File: config.mk
export PLATFORM = sky130hd
export DESIGN_NAME = logic_unit_pipe
export DESIGN_NICKNAME = d
export VERILOG_FILES = /design/src/rtl/logic_unit_pkg.sv /design/src/rtl/logic_unit_core.sv /design/src/rtl/logic_unit_pipe.sv
export SDC_FILE = /design/constraint.sdc
export NUM_CORES = 1
export LEC_CHECK = 0
export CORE_ASPECT_RATIO = 0.75
export CORE_UTILIZATION = 40
export CTS_BUF_LIST = sky130_fd_sc_hd__clkbuf_4 sky130_fd_sc_hd__clkbuf_8
export DETAILED_ROUTE_END_ITERATION = 12
export GPL_TIMING_DRIVEN = 0
export PLACE_DENSITY = 0.69
export SLEW_MARGIN = 20
export SYNTH_ARGS = -nofsm -noshare
export SYNTH_HDL_FRONTEND = slang
export SYNTH_SLANG_ARGS = --single-unit
File: constraint.sdc
create_clock -name clk -period 3.45 [get_ports clk]
set_input_delay 0.5175 -clock clk [delete_from_list [all_inputs] [get_ports clk]]
set_output_delay 0.5175 -clock clk [all_outputs]
set_load 0.1 [all_outputs]
File: src/rtl/logic_unit_pkg.sv
// Shared opcode encodings and the per-bit result function for the bitwise logic unit.
package logic_unit_pkg;

  localparam logic [2:0] OP_AND  = 3'd0;
  localparam logic [2:0] OP_OR   = 3'd1;
  localparam logic [2:0] OP_NOT  = 3'd2;
  localparam logic [2:0] OP_NAND = 3'd3;
  localparam logic [2:0] OP_NOR  = 3'd4;
  localparam logic [2:0] OP_XOR  = 3'd5;
  localparam logic [2:0] OP_XNOR = 3'd6;
  localparam logic [2:0] OP_ACC  = 3'd7;

  // Every op is bitwise, so one bit-slice function serves any operand width.
  function automatic logic lu_bit(input logic [2:0] op, input logic a, input logic b,
                                  input logic acc);
    logic r;
    case (op)
      OP_AND:  r = a & b;
      OP_OR:   r = a | b;
      OP_NOT:  r = ~a;
      OP_NAND: r = ~(a & b);
      OP_NOR:  r = ~(a | b);
      OP_XOR:  r = a ^ b;
      OP_XNOR: r = ~(a ^ b);
      default: r = acc ^ a;
    endcase
    return r;
  endfunction

endpackage

File: src/rtl/logic_unit_core.sv
// Combinational WIDTH-bit logic core: op, a, b and the accumulator source give the result.
module logic_unit_core
  import logic_unit_pkg::*;
#(
  parameter int unsigned WIDTH = 8
) (
  input  logic [2:0]       op,
  input  logic [WIDTH-1:0] a,
  input  logic [WIDTH-1:0] b,
  input  logic [WIDTH-1:0] acc_src,
  output logic [WIDTH-1:0] result
);

  always_comb begin
    result = '0;
    for (int unsigned i = 0; i < WIDTH; i++) begin
      result[i] = lu_bit(op, a[i], b[i], acc_src[i]);
    end
  end

endmodule

File: src/rtl/logic_unit_pipe.sv
// Registered bitwise logic unit with valid/ready handshakes, one output stage and an XOR accumulator.
module logic_unit_pipe
  import logic_unit_pkg::*;
#(
  parameter int unsigned WIDTH = 8
) (
  input  logic             clk,
  input  logic             rst_n,
  input  logic             in_valid,
  output logic             in_ready,
  input  logic [2:0]       op,
  input  logic [WIDTH-1:0] a,
  input  logic [WIDTH-1:0] b,
  input  logic             acc_clr,
  output logic             out_valid,
  input  logic             out_ready,
  output logic [WIDTH-1:0] y,
  output logic             zero,
  output logic             parity
);

  logic [WIDTH-1:0] acc;
  logic [WIDTH-1:0] acc_src;
  logic [WIDTH-1:0] result;
  logic             in_fire;
  logic             out_fire;

  assign in_ready = !out_valid || out_ready;
  assign in_fire  = in_valid && in_ready;
  assign out_fire = out_valid && out_ready;

  // A same-cycle clear wins over the stored value, so ACC then yields plain a.
  assign acc_src = acc_clr ? '0 : acc;

  logic_unit_core #(.WIDTH(WIDTH)) u_core (
    .op      (op),
    .a       (a),
    .b       (b),
    .acc_src (acc_src),
    .result  (result)
  );

  always_ff @(posedge clk or negedge rst_n) begin
    if (!rst_n) begin
      acc <= '0;
    end else if (in_fire && op == OP_ACC) begin
      acc <= result;
    end else if (acc_clr) begin
      acc <= '0;
    end
  end

  always_ff @(posedge clk or negedge rst_n) begin
    if (!rst_n) begin
      out_valid <= 1'b0;
      y         <= '0;
      zero      <= 1'b1;
      parity    <= 1'b0;
    end else if (in_fire) begin
      out_valid <= 1'b1;
      y         <= result;
      zero      <= (result == '0);
      parity    <= ^result;
    end else if (out_fire) begin
      out_valid <= 1'b0;
    end
  end

endmodule

==> metrics.csv, run 1 <==
metric;value;unit
via count;1533;
setup TNS;0;ns
# setup viols final;0;
Highest Clock Rate;0.351;GHz
final worst path period share;82.6;%
Syn Nets;247;
Final min period;2.85;ns
die area;0.00485;sq mm
ratio of total power to cell area;387;mW/mm^2
Synth Cell Area;0.00183;sq mm
most frequent cells after synthesis;ha_1 (20), inv_1 (20), dfrtp_1 (18), mux2i_1 (18), nor2_1 (17);
CP endpoint kind;flop;
ANT cells;0;
Leak Pwr;1.05;nW
Hold-fix buffers, CTS;0;
Layout Skew;0.00415;ns
Area after DPL;0.00225;sq mm
RR Startpoint;acc[4];
register area;477;sq um
site row count;20;
Filler Cells Inserted;394;
die height;60.6;microns
GRT Util Overall;19.2;%
IO Port Bufs;35;
status;finished clean;
asr flop ratio synth;100;%
critical-path cell list;clkdlybuf4s50_1, inv_1, ha_1, or2_2, a21oi_1, o221ai_1, a21boi_0, ha_1, xnor2_1, xnor2_1, o21ai_0;
CP max-delay cell;clkdlybuf4s50_1;
Initial Util;43.5;%
final design area excluding fillers;0.00230;sq mm
Hold Path Class;flop to flop;
Synth cell types;34;
Critical Path Source;a[4];
post-synth top area cell;dfrtp_1;
Final ANT Viol Nets;0;
initial antenna violation count;0;
vias in the first global route;1537;
largest net degree at the start of global routing;20;
grt ovf;0;
Via density;5.16;
Synth area leaders;dfrtp_1 (25%), ha_1 (14%), mux2i_1 (9.8%);
post-CTS setup buffer count;0;
CTS Root Cell;clkbuf_8;
area of the multi-input gates;0.00122;sq mm
# IOs;36;
Avg Inst Size Synth;9.01;sq um
H-Tree Depth;1;
max_slew headroom;35.2;%
worst setup path class;input port to flop;
cts repair resizes;0;
first drt pass iteration count;4;
Startpoint Class;input port;
total power;0.890;mW
CP max stage delay;0.56;ns
Cells after Synth;203;
Primary FF master, synth;dfrtp_1;
DRC viols;0;
Starting DRT DRC Count;62;
Synth top area share;24.6;%
Core ar.;0.00420;sq mm
Clk pin slew, worst setup/hold paths;0.07;ns
peak supply drop;0.295;mV
final hold viol count;0;
Data arrival, critical path;2.99;ns
register area share after synthesis;26.1;%
Num Clock Sinks;19;
Clock Path Buffers;2;
Area Growth Syn to Fin;25.6;%
first-pass GRT wire length;7110;microns
TritonCTS clock tree;built;
fin. max-slew vios;0;
Wirelength per Cell;13.5;microns
Hold Startpoint;zero;
YS warnings;0;
Placer Congestion;0.772;
share of cells above drive strength 1;9.92;%
total CTS buffers;3;
HPWL Detailed;3180;microns
Max-cap violations;0;
Post-synth EDFFs;0;
RSZ-0062 raised after global routing;no;
#FFs+latches synth;19;
hold slack final;0.489;ns
routed wire length;4000;microns
critical path peak fanout;5;
Final Net Count;287;
width of the die;80.1;microns
worst-skew pair later-pin latency;0.26;ns
worst path required time;3.59;ns
worst slew pin tran;0.969;ns
==> area by class of cell <==
type	count	area share, %
Sequential cell	19	20.8
Buffer	9	2.67
Timing Repair Buffer	35	15.3
Clock buffer	4	2.12
Multi-Input combinational cell	155	52.9
Inverter	20	3.27
Tap cell	55	3.00
==> path summary, 6_finish.rpt <==
kind / end / slack [ns] / depth (start not counted)
max: parity / 0.60 / 11
min: zero / 0.49 / 2
max reg2reg: parity / 1.65 / 7
min reg2reg: zero / 0.49 / 2
max in group asynchronous: acc[6] / 2.16 / 1
min in group asynchronous: acc[2] / 0.75 / 1
==> power breakdown <==
| part | leakage, nW | internal, mW | switching, mW | total [mW] |
|---|---|---|---|---|
| sequential | 0.234 | 0.249 | 0.0130 | 0.262 |
| clock | 0.0262 | 0.0900 | 0.0738 | 0.164 |
| combinational | 0.790 | 0.159 | 0.305 | 0.464 |
==> metal layers <==
| metal | up-vias | wire length (microns) | GRT usage [%] | part of all wire, % |
|---|---|---|---|---|
| met2 | 29 | 1790 | 32.4 | 45 |
| li1 | 787 | - | - | - |
| met1 | 715 | 2030 | 26.1 | 51 |
| met4 | 0 | 10 | 3.32 | 0.25 |
| met3 | 2 | 171 | 4.21 | 4.3 |
| met5 | - | 0 | 0 | 0 |
==> cells by family after synthesis <==
logic type | synth area share (%)
xor gates and xnor gates | 7.18
and+or+nand+nor | 17.2
DFF | 26.1
buffers and inverters | 7.46
AOI/OAI and AO/OA | 17.3
adders and majority gates | 13.7
muxes | 11.1
==> through the flow <==
step           utilization [%]  std cells  worst slack [ns]
2_1_floorplan                -        203             0.569
3_3_place_gp              53.5        293             0.402
3_5_place_dp              53.5        293             0.352
4_1_cts                   54.6        297             0.612
5_1_grt                   54.6        297             0.472
6_report                  54.6        297             0.601
==> worst max-delay path, delay by kind of cell <==
kind,cells,cell delay (ns)
simple gates,1,0.26
compound gates,4,0.66
fa+ha+maj,2,0.55
xor+xnor,2,0.34
buf+inv,2,0.66
==> state kept, by name, summed over array words and instances, names as in the netlist <==
name	cells
parity	1
out_valid	1
y	8
zero	1
acc	8
==> cell usage in the layout (no fill, tap or decap), types with 2 or more instances in the layout <==
cell type,netlist,layout
clkdlybuf4s50_1,0,35
inv_1,20,20
ha_1,20,20
mux2i_1,18,18
dfrtp_1,18,18
nor2_1,17,17
xnor2_1,15,15
nor2b_1,10,10
o21ai_0,10,10
nand2b_1,9,9
nand2_1,9,9
o22a_1,7,7
or2_2,5,5
buf_2,4,4
o22ai_1,4,4
a221o_1,4,4
a32oi_1,3,3
o221ai_2,3,3
and3_1,3,3
nand3_1,3,3
o311a_1,3,3
a21oi_1,3,3
clkbuf_8,0,3
clkbuf_1,2,2
mux2_2,2,2
Note: power is estimated with default switching activity, not from simulation.
==> inputs of run 2 (changes only) <==
Clock period 3.45 ns to 3 ns, I/O delays scaled along.
==> results of run 2 <==
Same layout as run 1 (identical final DEF). Status: finished clean.
Main changes from that run: setup slack after placement 0.352 ns -> -0.0306 ns; setup slack after layout 0.601 ns -> 0.219 ns; register-to-register setup slack 1.65 ns -> 1.20 ns; total power 0.890 mW -> 1.02 mW; worst IR drop on VDD 0.295 mV -> 0.339 mV
==> inputs of run 3 (changes only) <==
Settings changed: PLACE_DENSITY 0.69 to not set, SETUP_SLACK_MARGIN set to 0.1.
==> metrics.csv, run 3 (synthesis results as in run 1) <==
metric;value;unit;change
GRT Util Overall;19.2;%;-0.058 points
most common cell after layout, fill and taps aside;clkdlybuf4s50_1;;
met1 Usage GRT;24.7;%;-1.4 points
post-CTS setup buffer count;0;;unchanged
worst-skew pair later-pin latency;0.26;ns;about the same
vias in the first global route;1566;;+1.9%
CTS Root Cell;clkbuf_8;;
worst slew pin tran;0.972;ns;+0.00296 ns
Starting DRT DRC Count;57;;-8.1%
Via density;5.37;;+4.0%
grt ovf;0;;unchanged
first-pass GRT wire length;7130;microns;+0.30%
RR Startpoint;acc[4];;
worst r2r dst;parity;;
fin. max-slew vios;0;;unchanged
H-Tree Depth;1;;unchanged
crit-path leading delay family;buffers and inverters;;
share of cells above drive strength 1;9.92;%;unchanged
hold slack final;0.483;ns;-0.00564 ns
most frequent CP cell;xnor2_1;;
status;finished clean;;
final design area excluding fillers;0.00230;sq mm;+0.11%
DRC viols;0;;unchanged
worst hold endpoint;zero;;
biggest registers after layout;acc: 8 flops, y: 8 flops;;
Max-cap violations;0;;unchanged
Final Net Count;287;;unchanged
Filler Cells Inserted;379;;-3.8%
Area after DPL;0.00225;sq mm;unchanged
Post-Place Worst Slack;0.000383;ns;
cts repair resizes;0;;unchanged
Num Clock Sinks;19;;unchanged
Clk pin slew, worst setup/hold paths;0.07;ns;about the same
routed wire length;4250;microns;+6.2%
die height;60.6;microns;unchanged
ratio of total power to cell area;445;mW/mm^2;
most frequent cells in the layout;clkdlybuf4s50_1 (34), inv_1 (20), ha_1 (20);;
Initial Util;43.5;%;unchanged
Wirelength per Cell;14.3;microns;+6.2%
Data arrival, critical path;2.83;ns;
Area Growth Syn to Fin;25.7;%;
Layout Skew;0.00304;ns;-0.00110 ns
RSZ-0062 raised after global routing;no;;
# setup viols final;0;;unchanged
Reg2Reg Setup Slack;1.24;ns;
largest net degree at the start of global routing;20;;unchanged
Leak Pwr;1.06;nW;+0.87%
Final ANT Viol Nets;0;;unchanged
Hold Path Class;flop to flop;;
CP max stage delay;0.57;ns;about the same
via count;1594;;+4.0%
HPWL Detailed;3360;microns;+5.6%
peak supply drop;0.347;mV;
ANT cells;0;;unchanged
Clock Path Buffers;2;;unchanged
setup TNS;0;ns;unchanged
Hold Startpoint;zero;;
setup ws final;0.311;ns;
hold depth;2;;unchanged
met2 Track Usage GR;35.7;%;+3.3 points
first drt pass iteration count;4;;unchanged
CP endpoint kind;flop;;
area of the multi-input gates;0.00122;sq mm;unchanged
TritonCTS clock tree;built;;
# IOs;36;;unchanged
Startpoint Class;input port;;
final hold viol count;0;;unchanged
worst setup path class;input port to flop;;
critical path peak fanout;10;;+5
width of the die;80.1;microns;unchanged
die area;0.00485;sq mm;unchanged
CP max-delay cell;clkdlybuf4s50_1;;
reg2reg path depth;7;;unchanged
final worst path period share;89.6;%;
Highest Clock Rate;0.372;GHz;
Placer Congestion;0.779;;+0.93%
critical-path cell list;clkdlybuf4s50_1, buf_6, mux2_2, o221ai_1, a21boi_0, ha_1, xnor2_1, xnor2_1, o21ai_0;;
GR Layer Usage met3;3.16;%;-1.1 points
site row count;20;;unchanged
Core ar.;0.00420;sq mm;unchanged
Bufs and invs on worst path;2;;unchanged
Hold-fix buffers, CTS;0;;unchanged
max_slew headroom;35.0;%;-0.20 points
worst path required time;3.14;ns;
register area;477;sq um;unchanged
Final min period;2.69;ns;
gr busiest metal;met2;;
initial antenna violation count;0;;unchanged
total CTS buffers;3;;unchanged
IO Port Bufs;35;;unchanged
## run 3: cell types whose count changed in the layout (fill, tap and decap cells not counted)
cell,previous run,this run
clkdlybuf4s50_1,35,34
dlymetal6s2s_1,0,1
## run 3: area by class of cell
| type | count | area share, % |
|---|---|---|
| timing repair buffer | 35 | 15.3 |
| buffer | 9 | 2.67 |
| inverter | 20 | 3.26 |
| clock buffer | 4 | 2.12 |
| multi-input combinational | 155 | 52.9 |
| tap | 55 | 2.99 |
| sequential | 19 | 20.7 |
## run 3: where the power goes
part | internal (mW) | switching (mW)
Combinational | 0.183 | 0.353
Clock | 0.104 | 0.0836
Sequential | 0.287 | 0.0151
Total | 0.573 | 0.451
## run 3: worst register-to-register path: cells and delay by family, from the launching register on
family,cells,cell delay (ns)
compound gates,2,0.34
xor+xnor,3,0.43
simple gates,1,0.26
flops,1,0.32
fa+ha+maj,1,0.29
## run 3: metrics by stage
stage,total power [mW],std cells,utilization (%)
after floorplan,0.693,203,-
final,1.02,297,54.7
after CTS,1.03,297,54.6
after detailed placement,0.841,293,53.5
after global routing,1.08,297,54.7
after global placement,0.832,293,53.5
## run 3: routing by layer
metal / share of wire [%] / routed length, microns
met1: 47 / 1990
met2: 48 / 2020
met3: 5.6 / 237
met4: 0 / 0
met5: 0 / 0
## run 3: how the worst max path moves through the flow
stage	start	endpoint	slack [ns]	cells after the start
after floorplan	out_valid	acc[5]	0.12	5
after global placement	a[4]	parity	0.07	11
after detailed placement	a[4]	parity	0.0004	11
after CTS	a[4]	parity	0.28	11
after global routing	op[1]	parity	0.13	10
final	op[2]	parity	0.31	9
==> RTL edit (config.mk and constraints of run 3) <==
`WIDTH` is set to 8 in 2 places; all go to 7.
--- a/src/rtl/logic_unit_core.sv
+++ b/src/rtl/logic_unit_core.sv
@@ -2,7 +2,7 @@
 module logic_unit_core
   import logic_unit_pkg::*;
 #(
-  parameter int unsigned WIDTH = 8
+  parameter int unsigned WIDTH = 7
 ) (
   input  logic [2:0]       op,
   input  logic [WIDTH-1:0] a,
--- a/src/rtl/logic_unit_pipe.sv
+++ b/src/rtl/logic_unit_pipe.sv
@@ -2,7 +2,7 @@
 module logic_unit_pipe
   import logic_unit_pkg::*;
 #(
-  parameter int unsigned WIDTH = 8
+  parameter int unsigned WIDTH = 7
 ) (
   input  logic             clk,
   input  logic             rst_n,
Interface: changed (resized a, b and y); port bits go from 36 to 33. No check against the original RTL was run, so the function may have changed too.
==> RTL edit against run 3 <==
  * Wire length shrank 0.59%
  * Synthesized area shrank 12%
  * Clock skew grew 0.0022 ns
  * Clock power shrank 4%
  * Critical endpoint unchanged
  * Critical path type unchanged
  * Worst setup slack lost 0.24 ns
  * First-iteration DRC count grew 7.0%
  * Total power grew 1.5%
  * Register-to-register slack lost 0.48 ns
  * Largest power group unchanged
  * Sequential cell count shrank 2
  * Cell area grew 1.3%
  * Count of clock-buffer cells in the layout is the same
==> RTL edit: results (changes against run 3) <==
metric,value,unit,change
status,finished clean,,unchanged
grt_first_pass_wirelength,6.768,mm,was 7.134 mm
reg2reg_slack,0.76,ns,was 1.24 ns
drive_above_1_share,0.2308,,was 0.09917
grt_max_degree,18,,was 20
nets,274,,was 287
syn-num-nets,226,,was 247
avgSynthCellArea,8.638,um^2,was 9.011 um^2
path_max_fanout,2,,was 10
synthMuxAreaShare,0.07204,,was 0.1108
synth_compound_area_frac,0.2239,,was 0.1731
grt_usage,0.2041,,was 0.1918
num_vias,1524,,was 1594
yosys-top-cells-count,"inv_1 (20), ha_1 (17), dfrtp_1 (16)",,"was ha_1 (20), inv_1 (20), dfrtp_1 (18), mux2i_1 (18), nor2_1 (17)"
wl,4.226,mm,was 4.251 mm
globalRouteMet3Util,0.04240,,was 0.03158
grt_pass1_vias,1424,,was 1566
synth.yosys.seq_area_share,0.2641,,was 0.2606
ys_types,41,,was 34
intPower,585.4,uW,was 572.9 uW
gp_routability_congestion,0.8085,,was 0.7794
startpoint,b[1],,was op[2]
reg_top3,"acc x7, y x7",,"was acc x8, y x8"
crit_arrival,3.10,ns,was 2.83 ns
gr-usage-met1,0.2917,,was 0.2470
RTL edit: cell count changes after synthesis, sizes merged, moves of 6 or more:
cell / delta
a21oi: +6
xnor2: -7
o22a: -7
nor2: -9
o21ai: +6
mux2i: -12
RTL edit: logic make-up after synthesis:
family / count (synthesis)
adder cells (fa/ha/maj): 17
AO/OA/AOI/OAI: 52
buffers and inverters: 30
multiplexers: 9
AND/OR/NAND/NOR: 53
XOR/XNOR: 9
flip-flops: 17
RTL edit: repair_timing:
action | CTS | global route
pin swaps | 4 | 8
buffers inserted | 2 | 9
gates resized for setup | 22 | 26
cloned | 0 | 0
setup endpoints to repair | 1 | 1
RTL edit: through the flow:
| stage | instance area [um^2] | hold slack (ns) | instances | TNS (ns) | worst slack, ns |
|---|---|---|---|---|---|
| after floorplan | 1615 | 0.1544 | 187 | 0 | 0.2391 |
| after global placement | 2001 | 0.4638 | 271 | -0.4370 | -0.4370 |
| after detailed placement | 2001 | 0.4650 | 271 | -0.5146 | -0.5146 |
| after CTS | 2127 | 0.4876 | 277 | 0 | 0.1087 |
| after global routing | 2328 | 0.5020 | 286 | 0 | 0.02993 |
| final | 2328 | 0.4852 | 286 | 0 | 0.07453 |
RTL edit: worst paths after layout:
check	endpoint	depth (start not counted)
worst max register to register	parity	9
worst min-delay path	y[4]	2
max in group asynchronous	acc[3]	1
worst min register to register	y[4]	2
worst max-delay path	parity	12
min in group asynchronous	y[2]	1
RTL edit: area by class of cell:
class / count / area, um^2
multi-input combinational: 140 / 1232
fill: 332 / 1428
inverter: 21 / 78.83
buffer: 9 / 77.57
timing repair buffer: 43 / 399.1
tap: 52 / 65.06
sequential: 17 / 426.7
clock buffer: 4 / 48.80
RTL edit: worst max-delay path, stage by stage:
cell and delay (ns):
clkdlybuf4s50_1 0.49, inv_1 0.07, ha_4 0.16, mux2i_1 0.20, o221ai_2 0.15, a2bb2oi_2 0.18, a21boi_4 0.23, ha_4 0.24
xnor2_4 0.15, xnor2_2 0.16, or4b_4 0.52, o211ai_2 0.08
RTL edit: routing by layer:
layer / part of all wire / vias to the layer above
li1: - / 754
met1: 0.48 / 739
met2: 0.49 / 31
met3: 0.037 / 0
met4: 0 / 0
met5: 0 / -
RTL edit: power groups by stage:
stage	logic (uW)	clock network (uW)	registers, uW
after floorplan	172	0	455
after global placement	477	0	274
after detailed placement	487	0	274
after CTS	515	180	270
after global routing	624	198	272
final	591	179	270
